==> config.mk <==
export PLATFORM = sky130hd
export DESIGN_NAME = multicycle_sequencer
export DESIGN_NICKNAME = d
export VERILOG_FILES = /design/src/rtl/core_pkg.sv /design/src/rtl/seq_opclass_decode.sv /design/src/rtl/multicycle_sequencer.sv
export SDC_FILE = /design/constraint.sdc
export NUM_CORES = 1
export LEC_CHECK = 0
export BUFFER_PORTS_ARGS = -buffer_cell sky130_fd_sc_hd__buf_2
export CORE_MARGIN = 2
export CORE_UTILIZATION = 55
export DETAILED_ROUTE_END_ITERATION = 10
export GPL_ROUTABILITY_DRIVEN = 0
export GPL_TIMING_DRIVEN = 0
export HOLD_SLACK_MARGIN = 0.03
export PLACE_DENSITY = 0.86
export SLEW_MARGIN = 5
export SYNTH_ARGS = -nofsm -noshare
export SYNTH_HDL_FRONTEND = slang
export SYNTH_SLANG_ARGS = --single-unit
export TNS_END_PERCENT = 20
==> constraint.sdc <==
create_clock -name clk -period 7.3 [get_ports clk]
set_input_delay 1.095 -clock clk [delete_from_list [all_inputs] [get_ports clk]]
set_output_delay 1.095 -clock clk [all_outputs]
set_load 0.02 [all_outputs]
==> src/rtl/core_pkg.sv <==
// Shared definitions for the RV32I multi-cycle control path.
// Holds the sequencer state encoding, the RV32I major opcodes, the instruction
// class enum produced by the decoder, and the datapath mux/ALU encodings.
package core_pkg;

  // Sequencer states; values are visible on the debug state output.
  typedef enum logic [2:0] {
    StFetch  = 3'd0,
    StDecode = 3'd1,
    StExec   = 3'd2,
    StMem    = 3'd3,
    StWb     = 3'd4,
    StTrap   = 3'd5
  } state_e;

  // RV32I major opcodes (instr[6:0]).
  localparam logic [6:0] OpcR      = 7'b0110011;
  localparam logic [6:0] OpcImm    = 7'b0010011;
  localparam logic [6:0] OpcLoad   = 7'b0000011;
  localparam logic [6:0] OpcStore  = 7'b0100011;
  localparam logic [6:0] OpcBranch = 7'b1100011;
  localparam logic [6:0] OpcJal    = 7'b1101111;
  localparam logic [6:0] OpcLui    = 7'b0110111;
  localparam logic [6:0] OpcAuipc  = 7'b0010111;

  // Instruction class captured in DECODE and held for the rest of the instruction.
  typedef enum logic [2:0] {
    ClsR      = 3'd0,
    ClsImm    = 3'd1,
    ClsLoad   = 3'd2,
    ClsStore  = 3'd3,
    ClsBranch = 3'd4,
    ClsJal    = 3'd5,
    ClsLui    = 3'd6,
    ClsAuipc  = 3'd7
  } opclass_e;

  // ALU operation select.
  localparam logic [1:0] AluAdd    = 2'b00;
  localparam logic [1:0] AluBranch = 2'b01;
  localparam logic [1:0] AluFunct  = 2'b10;
  localparam logic [1:0] AluPassB  = 2'b11;

  // Register write-back source select.
  localparam logic [1:0] WbAlu = 2'b00;
  localparam logic [1:0] WbMem = 2'b01;
  localparam logic [1:0] WbPc4 = 2'b10;

  // Next-PC select.
  localparam logic [1:0] PcPlus4  = 2'b00;
  localparam logic [1:0] PcBranch = 2'b01;
  localparam logic [1:0] PcJal    = 2'b10;

  typedef struct packed {
    logic       alu_src;  // 0 = rs2, 1 = immediate
    logic [1:0] alu_op;
  } alu_ctrl_t;

  // ALU operand/operation per class, shared by EXEC and MEM (address stays stable in MEM).
  function automatic alu_ctrl_t alu_ctrl(opclass_e cls);
    alu_ctrl_t res;
    res = '{alu_src: 1'b1, alu_op: AluAdd};
    case (cls)
      ClsR:      res = '{alu_src: 1'b0, alu_op: AluFunct};
      ClsImm:    res = '{alu_src: 1'b1, alu_op: AluFunct};
      ClsBranch: res = '{alu_src: 1'b0, alu_op: AluBranch};
      ClsLui:    res = '{alu_src: 1'b1, alu_op: AluPassB};
      default:   res = '{alu_src: 1'b1, alu_op: AluAdd};
    endcase
    return res;
  endfunction

endpackage

==> src/rtl/seq_opclass_decode.sv <==
// Combinational opcode classifier for the multi-cycle sequencer.
// Ports:
//   opcode  - instr[6:0] from the IR
//   opclass - decoded instruction class (don't care when illegal is set)
//   illegal - opcode is not one of the supported RV32I major opcodes
module seq_opclass_decode
  import core_pkg::*;
(
  input  logic [6:0] opcode,
  output opclass_e   opclass,
  output logic       illegal
);

  always_comb begin
    opclass = ClsR;
    illegal = 1'b0;
    case (opcode)
      OpcR:      opclass = ClsR;
      OpcImm:    opclass = ClsImm;
      OpcLoad:   opclass = ClsLoad;
      OpcStore:  opclass = ClsStore;
      OpcBranch: opclass = ClsBranch;
      OpcJal:    opclass = ClsJal;
      OpcLui:    opclass = ClsLui;
      OpcAuipc:  opclass = ClsAuipc;
      default:   illegal = 1'b1;
    endcase
  end

endmodule

==> src/rtl/multicycle_sequencer.sv <==
// Multi-cycle control FSM for the RV32I core.
// Steps each instruction through FETCH, DECODE, EXEC, MEM and WB and drives the
// per-state control word into the shared datapath. Memory handshakes are req/ack
// with a bounded wait; an illegal opcode or a wait overrun parks the FSM in TRAP.
// Ports:
//   clk, rst_n            - clock, synchronous active-low reset (forces all outputs 0)
//   opcode                - instr[6:0] from IR, valid from DECODE
//   imem_ack, dmem_ack    - memory handshake acks, honoured only in FETCH / MEM
//   br_taken              - branch condition from the ALU, used in EXEC
//   imem_req, ir_we       - instruction fetch request, IR load
//   dmem_req, dmem_we     - data request, store enable
//   alu_src, alu_op       - ALU operand B select and operation
//   reg_we, wb_sel        - register write enable and source
//   pc_we, pc_sel         - PC update and next-PC source
//   trap                  - sticky fault flag
//   state                 - current state (debug)
//   retire_cnt            - retired instruction count, wraps silently
module multicycle_sequencer
  import core_pkg::*;
#(
  parameter int unsigned MEM_TIMEOUT = 255,
  parameter int unsigned CNT_W       = 32
) (
  input  logic             clk,
  input  logic             rst_n,
  input  logic [6:0]       opcode,
  input  logic             imem_ack,
  input  logic             dmem_ack,
  input  logic             br_taken,
  output logic             imem_req,
  output logic             ir_we,
  output logic             dmem_req,
  output logic             dmem_we,
  output logic             alu_src,
  output logic [1:0]       alu_op,
  output logic             reg_we,
  output logic [1:0]       wb_sel,
  output logic             pc_we,
  output logic [1:0]       pc_sel,
  output logic             trap,
  output logic [2:0]       state,
  output logic [CNT_W-1:0] retire_cnt
);

  localparam logic [7:0] TimeoutLimit = 8'(MEM_TIMEOUT);

  state_e           state_q, state_d;
  opclass_e         class_q, class_d;
  logic [7:0]       wait_q, wait_d;
  logic [CNT_W-1:0] cnt_q, cnt_d;
  logic             retire;

  opclass_e dec_class;
  logic     dec_illegal;
  logic     timeout;

  seq_opclass_decode u_decode (
    .opcode  (opcode),
    .opclass (dec_class),
    .illegal (dec_illegal)
  );

  // Wait counter reached the limit; only meaningful when the ack is absent.
  assign timeout = (wait_q == TimeoutLimit);

  // State register.
  always_ff @(posedge clk) begin
    if (!rst_n) begin
      state_q <= StFetch;
      class_q <= ClsR;
      wait_q  <= '0;
      cnt_q   <= '0;
    end else begin
      state_q <= state_d;
      class_q <= class_d;
      wait_q  <= wait_d;
      cnt_q   <= cnt_d;
    end
  end

  // Next-state logic. wait_d clears on every entry to FETCH or MEM.
  always_comb begin
    state_d = state_q;
    class_d = class_q;
    wait_d  = wait_q;
    case (state_q)
      StFetch: begin
        if (imem_ack) begin
          state_d = StDecode;
        end else if (timeout) begin
          state_d = StTrap;
        end else begin
          wait_d = wait_q + 8'd1;
        end
      end
      StDecode: begin
        if (dec_illegal) begin
          state_d = StTrap;
        end else begin
          class_d = dec_class;
          state_d = StExec;
        end
      end
      StExec: begin
        if (class_q == ClsBranch) begin
          state_d = StFetch;
          wait_d  = '0;
        end else if (class_q == ClsLoad || class_q == ClsStore) begin
          state_d = StMem;
          wait_d  = '0;
        end else begin
          state_d = StWb;
        end
      end
      StMem: begin
        if (dmem_ack) begin
          if (class_q == ClsStore) begin
            state_d = StFetch;
            wait_d  = '0;
          end else begin
            state_d = StWb;
          end
        end else if (timeout) begin
          state_d = StTrap;
        end else begin
          wait_d = wait_q + 8'd1;
        end
      end
      StWb: begin
        state_d = StFetch;
        wait_d  = '0;
      end
      StTrap:  state_d = StTrap;
      default: state_d = StTrap;
    endcase
  end

  // Output logic: control word from state and registered class.
  always_comb begin
    imem_req = 1'b0;
    ir_we    = 1'b0;
    dmem_req = 1'b0;
    dmem_we  = 1'b0;
    alu_src  = 1'b0;
    alu_op   = AluAdd;
    reg_we   = 1'b0;
    wb_sel   = WbAlu;
    pc_we    = 1'b0;
    pc_sel   = PcPlus4;
    trap     = 1'b0;
    retire   = 1'b0;
    case (state_q)
      StFetch: begin
        imem_req = 1'b1;
        ir_we    = imem_ack;
      end
      StExec: begin
        {alu_src, alu_op} = alu_ctrl(class_q);
        if (class_q == ClsBranch) begin
          pc_we  = 1'b1;
          pc_sel = br_taken ? PcBranch : PcPlus4;
          retire = 1'b1;
        end
      end
      StMem: begin
        {alu_src, alu_op} = alu_ctrl(class_q);
        dmem_req = 1'b1;
        dmem_we  = (class_q == ClsStore);
        // A store retires in its ack cycle; a load finishes in WB.
        if (class_q == ClsStore && dmem_ack) begin
          pc_we  = 1'b1;
          retire = 1'b1;
        end
      end
      StWb: begin
        reg_we = 1'b1;
        pc_we  = 1'b1;
        retire = 1'b1;
        if (class_q == ClsLoad) begin
          wb_sel = WbMem;
        end else if (class_q == ClsJal) begin
          wb_sel = WbPc4;
        end
        if (class_q == ClsJal) begin
          pc_sel = PcJal;
        end
      end
      StTrap:  trap = 1'b1;
      default: ;
    endcase
    // Reset silences the datapath in the same cycle, dropping any pending request.
    if (!rst_n) begin
      imem_req = 1'b0;
      ir_we    = 1'b0;
      dmem_req = 1'b0;
      dmem_we  = 1'b0;
      alu_src  = 1'b0;
      alu_op   = AluAdd;
      reg_we   = 1'b0;
      wb_sel   = WbAlu;
      pc_we    = 1'b0;
      pc_sel   = PcPlus4;
      trap     = 1'b0;
      retire   = 1'b0;
    end
  end

  assign cnt_d      = cnt_q + {{(CNT_W-1){1'b0}}, retire};
  assign state      = rst_n ? state_q : 3'd0;
  assign retire_cnt = rst_n ? cnt_q : '0;

endmodule

* Word-level counts from Yosys, hierarchy flattened
Index checks and enable logic that the tools add are counted.
Storage, ports and cells: input bits 12, register bits after elaboration 46
Operators by class: add/sub/neg operators 2, eq/ne operators 23, muxes and demuxes 47, reduce and logical (&&, ||, !) cells 9
Operators with widths (number):
- $mux W8 | 6
- $add A32 B1 Y32 | 1
- $mux W32 | 1
- $pmux W8 S4 | 1
- $mux W3 | 8
- $eq A7 B6 Y1 const B | 3
- $pmux W3 S7 | 1
- $mux W1 | 19
- $eq A3 B3 Y1 const B | 5
- $pmux W3 S5 | 1
- $eq A7 B5 Y1 const B | 2
- $eq A7 B7 Y1 const B | 2
- $mux W2 | 7
- $eq A3 B2 Y1 const B | 4
- $pmux W3 S4 | 1
- $add A8 B1 Y8 const B | 1
- $eq A8 B8 Y1 const B | 1
- $reduce_or A8 Y1 | 1
- $eq A7 B2 Y1 const B | 1
- $eq A3 B1 Y1 const B | 2
- $logic_not A3 Y1 | 2
- $ne A3 B3 Y1 const B | 2
- $pmux W2 S2 | 1
- $reduce_and A4 Y1 | 1
- 7 further kinds | 7

* Longest topological paths before layout
depth after elaboration 6, depth in mapped cells 12

* Hierarchy
A second synthesis with hierarchy kept.
Unflattened totals: cell total of the unflattened synthesis 359, area, all modules 2840.2 µm²
Modules (own cells, without submodules):
- multicycle_sequencer | times used 1, sequential area each 920.9 µm², cells each 338, area each 2695.1 µm²
- seq_opclass_decode | times used 1, sequential area each 0.0 µm², cells each 21, area each 145.1 µm²

* Worst setup path before layout
Ideal clock, no wire load.
path kind in2reg, start input rst_n, end register cnt_q[22], setup slack 4.004 ns, arrival 3.182 ns, stages on the path 11, data required time 7.185 ns, setup time 0.115 ns, cells stage by stage buf_6 > buf_6 > inv_1 > a21oi_1 > ha_1 > ha_1 > nand2_1 > nor4_1 > nand4_1 > xnor2_1 > and2_1
Between the ends: word-level cells in the longest chain between the ends 2
Ends and longest elaborated chain:
- start: declaration | RTL line multicycle_sequencer.sv:25 | input logic rst_n,
- $mux W1
- net pc_we | RTL line multicycle_sequencer.sv:38 | output logic pc_we,
- $add A32 B1 Y32 | RTL line multicycle_sequencer.sv:208 | assign cnt_d = cnt_q + {{(CNT_W-1){1'b0}}, retire};
- end signal: assignment | RTL line multicycle_sequencer.sv:77 | cnt_q <= cnt_d;
- end: declaration | RTL line multicycle_sequencer.sv:50 | logic [CNT_W-1:0] cnt_q, cnt_d;
The timed path passes the listed nets, and every way through them passes these cells. A chain may end at the register's enable or synchronous reset.

* Final worst setup path
start input rst_n, end output retire_cnt[8]
Between the ends: word-level cells in the longest chain between the ends 1
Ends and longest elaborated chain:
- $mux W32 | RTL line multicycle_sequencer.sv:210 | assign retire_cnt = rst_n ? cnt_q : '0;
- end: declaration | RTL line multicycle_sequencer.sv:42 | output logic [CNT_W-1:0] retire_cnt
No other way between the ends.

==> flow_metrics.env <==
export IMPL_yosysWarningCount=0
export IMPL_die_width_um=75.0
export IMPL_yosys_area_top_type_share_pct=33.2
export IMPL_status="complete, no violations"
export IMPL_hold_class="flip-flop to flip-flop"
export IMPL_crit_arrival_ps=2220
export IMPL_firstDrtPassIters=5
export IMPL_via_count=2617
export IMPL_core_area_mm2=0.00479
export IMPL_power_frac_comb_pct=10.1
export IMPL_syn_cell_area_mm2=0.00277
export IMPL_syn_nets=357
export IMPL_crit_fanout=10
export IMPL_grt_pass1_vias=2413
export IMPL_netlist_instances=342
export IMPL_clock_skew_ps=9.81
export IMPL_multi_input_area_mm2=0.00175
export IMPL_globalRouteTotalUtil_pct=23.9
export IMPL_io_buffers=59
export IMPL_power_density_mw_per_mm2=154
export IMPL_clock_root_buffer="clkbuf_8"
export IMPL_n_antenna_cell=0
export IMPL_antenna_found_initial=0
export IMPL_initial_utilization_pct=58.0
export IMPL_ys_seq_elements=46
export IMPL_hold_viol=0
export IMPL_die_h_um=75.0
export IMPL_htreeDepth=2
export IMPL_grt_max_degree=16
export IMPL_synth_main_ff_cell="dfxtp_1"
export IMPL_layout_nets=423
export IMPL_max_clock_path_buffers=2
export IMPL_regArea_um2=921
export IMPL_crit_path_start_kind="input pin"
export IMPL_synth_area_leaders="dfxtp_1 33%, and2_1 12%, xnor2_1 5.4%"
export IMPL_pwr_share_seq_pct=51.0
export IMPL_p_sw_mw=0.127
export IMPL_cts_buffers=5
export IMPL_syn_avg_cell_area_um2=8.11
export IMPL_p_clk_share_pct=39.0
export IMPL_fillers=398
export IMPL_rsz0062_at_grt="no"
export IMPL_drc=0
export IMPL_clkTransAtPathRegs_ps=90
export IMPL_synth_top_area_cell="dfxtp_1"
export IMPL_tightest_slew_ps=484
export IMPL_place_ws_ps=3900
export IMPL_finalCriticalPeriod_ps=3310
export IMPL_drv_cap=0
export IMPL_crit_type="input pin to primary output"
export IMPL_drtIter0Drc=104
export IMPL_finalMaxSlewViolations=0
export IMPL_post_cts_resized=0
export IMPL_fmax_mhz=302
export IMPL_critPathRequiredTime_ps=6200
export IMPL_yosysMostFrequentCell="and2_1"
export IMPL_grt_pass1_wl_um=10500
export IMPL_cts_tree="done"
export IMPL_finalSetupTns_ps=0
export IMPL_io_pin_count=61
export IMPL_async_flop_share_pct=0
export IMPL_avgRoutedWirePerCell_um=13.1
export IMPL_overflow=0
export IMPL_die_area_mm2=0.00563
export IMPL_p_int_mw=0.377
export IMPL_wl_um=6210
export IMPL_dp_hpwl_um=4740
export IMPL_fin_ws_ps=3990
export IMPL_cts_sinks=46
export IMPL_ys_top_cells_by_count="54 x and2_1, 46 x dfxtp_1, 31 x nand2_1, 31 x nor2_1, 17 x xnor2_1"
export IMPL_setup_viol=0
export IMPL_endpoint_kind="primary output"
export IMPL_ir_drop_mv=0.0754
export IMPL_yosysUniqueCellTypes=55
export IMPL_p_sw_share_pct=25.2
export IMPL_rows=25
export IMPL_final_layout_size_suffix_gt1_share_pct=22.2
export IMPL_slew_headroom_pct=67.6
export IMPL_fin_crit_sh_pct=45.4
export IMPL_ctsHoldBuffers=0
export IMPL_syn_to_final_growth_pct=17.7
export IMPL_detail_route_antenna_nets=0
export IMPL_ys_seq_area_share_pct=33.2
export IMPL_post_cts_setup_buffer_count=0
export IMPL_synth_edf_count=0
export IMPL_clk_latency_ps=310
export IMPL_p_leak_nw=1.44
export IMPL_vias_per_cell=5.50
final timing paths:
kind,slack [ps],cells past startpoint,to,from
min reg2reg,500,2,cnt_q[31],cnt_q[31]
max reg2reg,4190,12,cnt_q[26],class_q[0]
max,3990,5,retire_cnt[8],rst_n
min,500,2,cnt_q[31],cnt_q[31]
cells in the final DEF, fill, tap and decap left out, drive strengths merged, types with 2 or more instances in the layout:
cell    instances
nor3b           6
a21oi           9
and3            9
nor2b           7
o22ai           3
or3             6
and4            3
ha              3
nand3          11
nand2          31
nand2b          6
nand4          14
nor3            9
a21boi          7
and2           55
a21o            2
or2             2
inv             8
xor2            6
dfxtp          46
nor2           31
o221a           3
buf            64
clkbuf         14
o21a            2
nor4            7
o21ai          13
xnor2          17
cell type report:
type | count | area share (%)
plain buffers | 14 | 2.49
multi-input cells | 275 | 53.4
flip-flops and latches | 46 | 28.2
repair buffers | 59 | 9.04
inverters | 7 | 0.805
well taps | 67 | 2.57
clock buffers | 5 | 2.11
clock inverters | 3 | 1.34
cell families (layout without fill, tap and decap cells):
kind of cell | Yosys count | count (layout) | share of synthesized area [%]
simple gates | 199 | 199 | 41.6
xor+xnor | 23 | 23 | 7.26
compound gates | 49 | 49 | 12.3
fa+ha+maj | 3 | 3 | 1.35
mux | 1 | 1 | 0.406
flops | 46 | 46 | 33.2
buf+inv | 21 | 88 | 3.88
power groups by stage:
stage / Combinational (mW) / Sequential, mW / Clock (mW)
floorplan: 0.0365 / 0.262 / 0
global placement: 0.0495 / 0.262 / 0
detailed placement: 0.0505 / 0.262 / 0
CTS: 0.0507 / 0.256 / 0.198
global route: 0.0570 / 0.257 / 0.209
finish: 0.0506 / 0.256 / 0.196
metal layers:
metal	GRT usage (%)	vias up	wire [um]
met4	6.15	0	58
li1	-	1324	-
met5	0	-	0
met1	29.3	1211	2710
met2	42.7	76	3100
met3	4.69	6	345
flip-flops by register name, summed over array words and instances (netlist names):
register  flops
cnt_q        32
wait_q        8
class_q       3
state_q       3
through the flow:
step           std cells  area, um2  total power [mW]  util [%]  hold WS [ps]
2_1_floorplan        342       2770             0.298         -           452
3_5_place_dp         468       3150             0.313      65.9           480
5_1_grt              476       3270             0.523      68.2           543
4_1_cts              476       3270             0.505      68.2           495
3_3_place_gp         468       3150             0.311      65.9           467
6_report             476       3270             0.503      68.2           497
critical path, stage by stage:
cell and delay (ps):
buf_6 110, clkbuf_1 300, clkbuf_1 330, and2_1 200, buf_2 170
No activity file was read; power rests on OpenSTA's default activity.
